===== src/rtl/ds_stream_rx.sv =====
// Down-sampling receiver for a non-stalling memtile stream:
// skips a latency window, keeps beats on a 2-D stride grid, buffers in a FIFO.
module ds_stream_rx #(
  parameter int WIDTH      = 16,
  parameter int CNT_W      = 16,
  parameter int FIFO_DEPTH = 4
) (
  input  logic             clk,
  input  logic             rst,
  input  logic             flush,
  input  logic [CNT_W-1:0] cfg_start_skip,
  input  logic [CNT_W-1:0] cfg_range_0,
  input  logic [CNT_W-1:0] cfg_range_1,
  input  logic [CNT_W-1:0] cfg_stride_0,
  input  logic [CNT_W-1:0] cfg_stride_1,
  input  logic [WIDTH-1:0] data_in,
  input  logic             valid_in,
  output logic [WIDTH-1:0] data_out,
  output logic             valid_out,
  input  logic             ready_in,
  output logic             frame_done,
  output logic             overflow
);

  localparam int AW = $clog2(FIFO_DEPTH);
  localparam logic [AW:0] FULL_CNT = FIFO_DEPTH[AW:0];

  typedef enum logic {S_SKIP, S_RUN} state_t;

  state_t           state_q, state_d;
  logic [CNT_W-1:0] skip_q, skip_d;
  logic [CNT_W-1:0] x_q, x_d;
  logic [CNT_W-1:0] y_q, y_d;
  logic [CNT_W-1:0] px_q, px_d;
  logic [CNT_W-1:0] py_q, py_d;

  logic [CNT_W-1:0] s0m1, s1m1;
  logic             run, keep, x_last, y_last;
  logic             push, pop, full, wr_en;

  logic [WIDTH-1:0] mem_q [FIFO_DEPTH];
  logic [AW-1:0]    wr_q, rd_q;
  logic [AW:0]      cnt_q;
  logic             ovf_q;

  // A skip count already at target means this very beat belongs to RUN.
  always_comb begin
    s0m1    = (cfg_stride_0 == '0) ? '0 : cfg_stride_0 - CNT_W'(1);
    s1m1    = (cfg_stride_1 == '0) ? '0 : cfg_stride_1 - CNT_W'(1);
    run     = (state_q == S_RUN) || (skip_q == cfg_start_skip);
    keep    = (px_q == '0) && (py_q == '0);
    x_last  = (x_q == cfg_range_0);
    y_last  = (y_q == cfg_range_1);
    state_d = state_q;
    skip_d  = skip_q;
    x_d     = x_q;
    y_d     = y_q;
    px_d    = px_q;
    py_d    = py_q;
    if (state_q == S_SKIP) begin
      if (skip_q == cfg_start_skip) begin
        state_d = S_RUN;
      end else if (valid_in) begin
        skip_d = skip_q + CNT_W'(1);
      end
    end
    if (run && valid_in) begin
      if (x_last) begin
        x_d  = '0;
        px_d = '0;
        if (y_last) begin
          y_d  = '0;
          py_d = '0;
        end else begin
          y_d  = y_q + CNT_W'(1);
          py_d = (py_q == s1m1) ? '0 : py_q + CNT_W'(1);
        end
      end else begin
        x_d  = x_q + CNT_W'(1);
        px_d = (px_q == s0m1) ? '0 : px_q + CNT_W'(1);
      end
    end
  end

  always_ff @(posedge clk or posedge rst) begin
    if (rst) begin
      state_q <= S_SKIP;
      skip_q  <= '0;
      x_q     <= '0;
      y_q     <= '0;
      px_q    <= '0;
      py_q    <= '0;
    end else if (flush) begin
      state_q <= S_SKIP;
      skip_q  <= '0;
      x_q     <= '0;
      y_q     <= '0;
      px_q    <= '0;
      py_q    <= '0;
    end else begin
      state_q <= state_d;
      skip_q  <= skip_d;
      x_q     <= x_d;
      y_q     <= y_d;
      px_q    <= px_d;
      py_q    <= py_d;
    end
  end

  assign frame_done = run && valid_in && x_last && y_last && !flush && !rst;

  assign valid_out = (cnt_q != '0);
  assign full      = (cnt_q == FULL_CNT);
  assign push      = run && valid_in && keep;
  assign pop       = valid_out && ready_in;
  assign wr_en     = push && (!full || pop);
  assign data_out  = valid_out ? mem_q[rd_q] : '0;
  assign overflow  = ovf_q;

  always_ff @(posedge clk) begin
    if (wr_en) begin
      mem_q[wr_q] <= data_in;
    end
  end

  always_ff @(posedge clk or posedge rst) begin
    if (rst) begin
      wr_q  <= '0;
      rd_q  <= '0;
      cnt_q <= '0;
      ovf_q <= 1'b0;
    end else if (flush) begin
      wr_q  <= '0;
      rd_q  <= '0;
      cnt_q <= '0;
      ovf_q <= 1'b0;
    end else begin
      if (wr_en) begin
        wr_q <= wr_q + AW'(1);
      end
      if (pop) begin
        rd_q <= rd_q + AW'(1);
      end
      cnt_q <= cnt_q + (AW+1)'(wr_en) - (AW+1)'(pop);
      if (push && full && !pop) begin
        ovf_q <= 1'b1;
      end
    end
  end

endmodule


===== config.mk =====
export PLATFORM = sky130hd
export DESIGN_NAME = ds_stream_rx
export DESIGN_NICKNAME = d
export VERILOG_FILES = /design/src/rtl/ds_stream_rx.sv
export SDC_FILE = /design/constraint.sdc
export NUM_CORES = 1
export LEC_CHECK = 0
export CORE_ASPECT_RATIO = 1.1
export CORE_MARGIN = 8
export CORE_UTILIZATION = 45
export CTS_CLUSTER_SIZE = 25
export DETAILED_ROUTE_END_ITERATION = 12
export GPL_TIMING_DRIVEN = 0
export PLACE_DENSITY_LB_ADDON = 0.3
export SKIP_CTS_REPAIR_TIMING = 1
export SLEW_MARGIN = 20
export SYNTH_ARGS = -nofsm -noshare
export SYNTH_HDL_FRONTEND = slang
export SYNTH_SLANG_ARGS = --single-unit

===== constraint.sdc =====
create_clock -name clk -period 4.2 [get_ports clk]
set_input_delay 1.05 -clock clk [delete_from_list [all_inputs] [get_ports clk]]
set_output_delay 1.05 -clock clk [all_outputs]
set_load 0.02 [all_outputs]

Word level (Yosys, flattened, before mapping)
Memories as Yosys holds them, arrays and structs flattened.
Index checks and enable logic that the tools add are counted.
Widths: inputs -> output; s select.
{"block": "word_totals", "register_bits": 89, "latch_bits": 0, "ramBits": 64, "mem_bits_ro": 0, "inputBits": 101, "output_inout_bits": 19, "word_cells": 95, "mem_count": 1}
{"block": "classes", "add_sub_neg": 11, "mul": 0, "div_mod_pow": 0, "n_lt_le_gt_ge": 0, "n_eq_ne": 8, "shifts": 0, "mux": 35, "bitwise": 0, "n_reduce_logical": 30}
{"name": "mem_q", "words": 4, "word_bits": 16, "rd": 1, "rd_clocked_by_memory_dff": 0, "write_ports": 1, "line_no": "41", "source": "logic [WIDTH-1:0] mem_q [FIFO_DEPTH];"}
{"cell": "$mux 16", "count": 23}
{"cell": "$add 16x1->16 const B", "count": 5}
{"cell": "$eq 16x16->1", "count": 5}
{"cell": "$logic_not 16->1", "count": 4}
{"cell": "$sub 16x1->16 const B", "count": 2}
{"cell": "$reduce_bool 2->1", "count": 6}
{"cell": "$logic_and 1x1->1", "count": 11}
{"cell": "$mux 2", "count": 4}
{"cell": "$mux 1", "count": 7}
{"cell": "$add 2x1->2 const B", "count": 2}
{"cell": "$logic_not 1->1", "count": 4}
{"cell": "$ne 2x2->1 const B", "count": 2}
{"cell": "$add 3x1->3", "count": 1}
{"cell": "$eq 3x3->1 const B", "count": 1}
{"cell": "$mux 3", "count": 1}
{"cell": "$reduce_and 3->1", "count": 1}
{"cell": "$reduce_bool 3->1", "count": 1}
{"cell": "$sub 3x1->3", "count": 1}
{"cell": "$logic_or 1x1->1", "count": 2}
{"cell": "$reduce_and 2->1", "count": 1}

Depth between registers and ports, before layout
Gate-level depths: netlist of the first run.
{"block": "logic_depth", "word_depth": 8, "depth_mapped": 12, "ltp_nobuf": 12}

Worst setup path before layout of the first run
No wires, ideal clock.
{"block": "synth_path", "kind": "input-to-reg", "from": "input port cfg_stride_1[0]", "to": "register py_q[5]", "arrival_ns": 3.857, "required_time_ns": 4.079, "slack_ns": 0.222, "stages": 12, "cell_sequence": "inv_1 -> ha_1 -> or4b_2 -> or4_1 -> mux2i_1 -> o211a_1 -> o2111ai_1 -> nor4_1 -> a41o_1 -> buf_2 -> o21ai_0 -> a22o_1"}
{"block": "synth_between", "elab_chain_cells": 8, "word_cells_on_any_way": 9, "classes_between": "add/sub: 1; eq/ne: 1; mux: 6; reduce/logical: 1"}
{"element": "from (decl)", "line_no": "15", "source": "input logic [CNT_W-1:0] cfg_stride_1,"}
{"element": "$sub 16x1->16 or $logic_not 16->1 (tied branches)", "line_no": "49", "source": "s1m1 = (cfg_stride_1 == '0) ? '0 : cfg_stride_1 - CNT_W'(1);"}
{"element": "$mux 16 *", "line_no": "49"}
{"element": "$eq 16x16->1 *", "line_no": "76", "source": "py_d = (py_q == s1m1) ? '0 : py_q + CNT_W'(1);"}
{"element": "$mux 16 *", "line_no": "76"}
{"element": "$mux 16 *", "line_no": "71", "source": "if (y_last) begin"}
{"element": "$mux 16 *", "line_no": "68", "source": "if (x_last) begin"}
{"element": "$mux 16 *", "line_no": "67", "source": "if (run && valid_in) begin"}
{"element": "$mux 16 *", "line_no": "93", "source": "end else if (flush) begin"}
{"element": "to (signal assigned)", "line_no": "106", "source": "py_q <= py_d;"}
{"element": "to (decl)", "line_no": "35", "source": "logic [CNT_W-1:0] py_q, py_d;"}
Every way passes the cells marked *; elsewhere a longest branch is shown, timed or not. The select of a mux whose other input is x is not followed.
A chain may end at the register's enable or synchronous reset.

Final worst setup path of the first run
{"block": "layout_path", "from": "input port cfg_stride_0[6]", "to": "register px_q[12]"}
{"block": "layout_between", "elab_chain_cells": 7, "word_cells_on_any_way": 8, "classes_between": "add/sub: 1; eq/ne: 1; mux: 5; reduce/logical: 1"}
{"element": "from (decl)", "line_no": "14", "source": "input logic [CNT_W-1:0] cfg_stride_0,"}
{"element": "$sub 16x1->16 or $logic_not 16->1 (tied branches)", "line_no": "48", "source": "s0m1 = (cfg_stride_0 == '0) ? '0 : cfg_stride_0 - CNT_W'(1);"}
{"element": "$mux 16 *", "line_no": "48"}
{"element": "$eq 16x16->1 *", "line_no": "80", "source": "px_d = (px_q == s0m1) ? '0 : px_q + CNT_W'(1);"}
{"element": "$mux 16 *", "line_no": "80"}
{"element": "$mux 16 *", "line_no": "68"}
{"element": "$mux 16 *", "line_no": "67"}
{"element": "$mux 16 *", "line_no": "93"}
{"element": "to (signal assigned)", "line_no": "105", "source": "px_q <= px_d;"}
{"element": "to (decl)", "line_no": "34", "source": "logic [CNT_W-1:0] px_q, px_d;"}
Marks and branches as above.

==> results.toml, run 1 <==
[finish]
num_antenna_cells = 0
layout-drive-gt1-share = 0.0887
layout_common_cells = "clkdlybuf4s50_1, dfrtp_1, nor2_1"
fin_nets = 1141
final_area_um2 = 11300
area_delta_synth_final_pct = 25.1
n_fill_cell = 1718
postLayoutCoreUtil = 0.571
layout_commonest_cell = "clkdlybuf4s50_1"

[drt]
via_per_inst = 5.58
wire_per_inst_um = 17.0
drc = 0
dr.pass1.iters = 5
wl_met1_um = 9590
wl_um = 21900
dr_wl_met3_um = 878
dr_total_vias = 7194
top_layer_used = "met4"
drtIter0Drc = 481
ant_nets = 0
wl_met2_um = 11200

[sta]
worstMarginPinSlew_ps = 681
slew_headroom = 0.543
setup_viol = 0
clock-skew-final_ps = 13.1
fin_setup_tns_ps = 0
fin_crit_ps = 4070
hold_viol = 0
post-route-period-util = 0.970
drv_slew = 0
clock.fmax_mhz = 246

[yosys]
netlist_area_um2 = 9000
synth_cell_types = 63
synth_area_leader_cell = "dfrtp_1"
synth_seq_area_share = 0.461
avgSynthCellArea_um2 = 10.2
yosys-top-cells-area = "dfrtp_1, edfxtp_1, xor2_1"
synth_top_area_share = 0.247
synth_edf_count = 64
ys_async_sr_fraction = 0.582
ys_ff_latch = 153
syn-num-nets = 1003
syn_inst = 886
synth_ff_type = "dfrtp_1"
ys_warn_count = 0

[clock_tree]
clkSinkCount = 153
cts_tree = "built"
cts_buffers = 17
path_clk_slew_ps = 70
clockBufferDepth = 2
clk_latency_ps = 420
clockRootBuffer = "clkbuf_16"
ctsHtreeMaxLevel = 4

[global_route]
grt_pass1_vias = 7153
grt_max_degree = 76
antenna_found_initial = 0
grt.total_usage = 0.179
grt_pass1_wl_um = 35600
overflow = 0

[job]
cap_violations = 0

[floorplanning]
rows = 54
initial_utilization = 0.456
dieArea_um2 = 24800
die_y_um = 164
io_pins = 120
die-width_um = 151
core_area_um2 = 19700

[worst_setup_path]
reg2regPathDepth = 12
cp.required_ps = 4500
critPathKind = "in -> reg"
critPathArrivalTime_ps = 4380
start_kind = "input pin"
worstSetupEndpointType = "register"
crit_fanout = 10

[power_and_ir_drop]
p_total_mw = 4.26
p_leak_nw = 4.43
netSwitchingFraction = 0.296
clock_power_share = 0.363
intPower_mw = 3.00
pwr-share-seq = 0.388
cellPowerDensity_nw_per_um2 = 378
vdd_ir_drop_max_mv = 0.436
switchingPower_mw = 1.26
p_comb_frac = 0.249

[worst_hold_path]
hold_class = "reg -> reg"
worst_hold_path.num_cells = 2

[place]
port-buffer-count = 117
globalplace.congestion = 0.865
dp_hpwl_um = 16200
placedInstanceArea_um2 = 10500

[status]
status = "finished, final reports clean"
==> logic make-up after synthesis <==
kind of cell,share of synthesized area
AOI/OAI and AO/OA,0.106
xor gates and xnor gates,0.107
adders and majority gates,0.0231
buffers and inverters,0.0279
DFF,0.461
muxes,0.0536
and+or+nand+nor,0.221
==> sequential cells by signal, indices dropped and copies added (netlist names) <==
name      cells
mem_q        64
px_q         16
py_q         16
skip_q       16
x_q          16
y_q          16
cnt_q         3
rd_q          2
wr_q          2
overflow      1
state_q       1
==> layout make-up <==
type	instances	area, µm²	area share
sequential	153	4150	0.368
tap	252	315	0.0280
buffer	36	148	0.0131
timing repair buffer	120	1220	0.108
clock inverter	15	183	0.0162
clock buffer	17	425	0.0378
multi-input combinational	667	4720	0.419
inverter	29	114	0.0101
==> Yosys cell counts (17+ instances only) <==
| library cell | count |
|---|---|
| a21oi_1 | 28 |
| and2_1 | 25 |
| and3_1 | 26 |
| clkbuf_1 | 33 |
| dfrtp_1 | 89 |
| edfxtp_1 | 64 |
| inv_1 | 29 |
| nand2_1 | 47 |
| nand3_1 | 33 |
| nand4_1 | 17 |
| nor2_1 | 87 |
| nor2b_1 | 18 |
| nor4_1 | 29 |
| o21ai_0 | 54 |
| or3_1 | 20 |
| xnor2_1 | 30 |
| xor2_1 | 80 |
==> metal layers <==
metal	track usage	up-vias
li1	-	3537
met1	0.223	3482
met2	0.312	159
met3	0.0262	16
met4	0.0576	0
met5	0	-
==> power by group through the flow <==
stage	clock, mW	sequential, mW	combinational [mW]
2_1_floorplan	0	1.65	0.651
3_5_place_dp	0	1.66	1.09
3_3_place_gp	0	1.66	1.07
5_1_grt	1.64	1.66	1.16
6_report	1.55	1.65	1.06
4_1_cts	1.58	1.63	1.09
==> path summary, 6_finish.rpt <==
path                                       start  slack [ps]                   end
setup / recovery                 cfg_stride_0[6]         130  px_q[12]$_DFFE_PP0P_
hold / removal              overflow$_DFFE_PP0P_         540  overflow$_DFFE_PP0P_
setup reg to reg           skip_q[2]$_DFFE_PP0P_         650    cnt_q[2]$_DFF_PP0_
min in group asynchronous                    rst         960     state_q$_DFF_PP0_
max in group asynchronous                    rst        2630   py_q[3]$_DFFE_PP0P_
hold reg to reg             overflow$_DFFE_PP0P_         540  overflow$_DFFE_PP0P_
==> worst max-delay path, cell delays in order <==
cell	delay, ps
clkdlybuf4s50_1	520
or4_4	620
nor4b_4	240
xnor2_1	180
a2111oi_4	370
a2bb2o_4	250
or3_1	360
o31a_1	280
buf_2	200
a221o_1	300
==> per-stage QoR <==
step | hold WS (ps) | cells | worst slack, ps
4_1_cts | 538 | 1288 | -345
5_1_grt | 573 | 1289 | -49.9
6_report | 541 | 1289 | 127
2_1_floorplan | 491 | 886 | 222
3_3_place_gp | 511 | 1255 | -750
3_5_place_dp | 529 | 1256 | -734
Note: power is estimated with default switching activity, not from simulation.
==> run 2: changes to the inputs <==
--- a/config.mk
+++ b/config.mk
@@ -5,7 +5,6 @@
 export SDC_FILE = /design/constraint.sdc
 export NUM_CORES = 1
 export LEC_CHECK = 0
-export CORE_ASPECT_RATIO = 1.1
 export CORE_MARGIN = 8
 export CORE_UTILIZATION = 45
 export CTS_CLUSTER_SIZE = 25
==> results.toml, run 2 (synthesized netlist as in run 1, its figures left out) <==
[sta]
fin_crit_ps = 4100
fin_setup_tns_ps = 0
setup_viol = 0
post-route-period-util = 0.977
clock.fmax_mhz = 244
clock-skew-final_ps = 12.0
worstMarginPinSlew_ps = 820
slew_headroom = 0.453
hold_viol = 0
drv_slew = 0

[global_route]
grt_pass1_vias = 6995
grt_pass1_wl_um = 35300
grt.total_usage = 0.179
grt_max_degree = 71
antenna_found_initial = 2
overflow = 0

[status]
status = "finished, final reports clean"

[clock_tree]
cts_buffers = 17
cts_tree = "built"
ctsHtreeMaxLevel = 4
clockBufferDepth = 2
clkSinkCount = 153
path_clk_slew_ps = 60
clockRootBuffer = "clkbuf_16"
clk_latency_ps = 430

[worst_hold_path]
hold_class = "reg -> reg"

[drt]
dr_total_vias = 7208
ant_nets = 0
wire_per_inst_um = 16.6
drtIter0Drc = 514
via_per_inst = 5.53
wl_um = 21700
drc = 0
dr.pass1.iters = 7

[finish]
layout_commonest_cell = "clkdlybuf4s50_1"
final_area_um2 = 11300
area_delta_synth_final_pct = 25.3
largest_register_ffs = 64
fin_nets = 1141
multiInputGateArea_um2 = 4730
layout-drive-gt1-share = 0.0897
n_fill_cell = 1710
layout_common_cells = "clkdlybuf4s50_1, dfrtp_1, nor2_1"
final-seq-area_um2 = 4150
largest-register = "mem_q"
postLayoutCoreUtil = 0.578

[job]
cap_violations = 0

[floorplanning]
core_area_um2 = 19500
dieArea_um2 = 24800
initial_utilization = 0.461
rows = 51
io_pins = 120
die-width_um = 157
die_y_um = 157

[power_and_ir_drop]
vdd_ir_drop_max_mv = 0.222
p_leak_nw = 4.44
cellPowerDensity_nw_per_um2 = 378
p_total_mw = 4.26

[worst_setup_path]
worstSetupEndpointType = "output pin"
critPathArrivalTime_ps = 3050
start_kind = "input pin"
critPathKind = "in -> out"
cp.required_ps = 3150
crit_fanout = 4

[place]
globalplace.congestion = 0.883
dp_hpwl_um = 16000
port-buffer-count = 117
placedInstanceArea_um2 = 10500
[run 2: cell count changes in the layout (fill, tap and decap cells not counted), moves of 2 or more]
cell / change
inv_6: +6
clkinvlp_4: -4
diode_2: +2
inv_8: -2
[run 2: per-layer routing]
metal / global-route usage / up-vias / part of all wire
li1: - / 3535 / -
met1: 0.240 / 3455 / 0.47
met2: 0.286 / 202 / 0.47
met3: 0.0335 / 16 / 0.053
met4: 0.0621 / 0 / 0.014
met5: 0 / - / 0
[run 2: critical path: stages]
cell	delay [ps]
clkdlybuf4s50_1	410
xor2_1	140
nor4_1	370
a41oi_2	260
nor2_2	200
nand2_1	130
nor4_1	210
dlymetal6s2s_1	270
[run 2: final timing paths]
path	start	slack [ps]	to	cells past startpoint
max	cfg_start_skip[10]	100	frame_done	8
min reg2reg	overflow$_DFFE_PP0P_	500	overflow$_DFFE_PP0P_	2
min in group asynchronous	rst	970	y_q[0]$_DFFE_PP0P_	2
max in group asynchronous	rst	2630	px_q[1]$_DFFE_PP0P_	3
max reg2reg	skip_q[2]$_DFFE_PP0P_	670	mem_q[1][4]$_DFFE_PP_	8
min	overflow$_DFFE_PP0P_	500	overflow$_DFFE_PP0P_	2
[run 2: area by class of cell]
cell class | instances | share of cell area
Buffer | 36 | 0.0131
Clock inverter | 15 | 0.0152
Tap cell | 265 | 0.0294
Timing Repair Buffer | 120 | 0.108
Inverter | 29 | 0.0101
Clock buffer | 17 | 0.0377
Sequential cell | 153 | 0.368
Antenna cell | 2 | 0.000443
Multi-Input combinational cell | 667 | 0.419
[run 2: power breakdown]
group	internal [mW]	switching [mW]	total [mW]	leakage, nW
clock network	0.851	0.681	1.53	0.296
registers	1.59	0.0588	1.65	1.81
logic	0.550	0.526	1.08	2.34
[run 2: stage by stage]
step | instances | hold slack [ps] | setup slack [ps]
after global routing | 1304 | 532 | -23.0
after floorplan | 886 | 491 | 222
final | 1304 | 497 | 98.4
after CTS | 1301 | 502 | -434
after global placement | 1268 | 487 | -751
after detailed placement | 1269 | 488 | -736
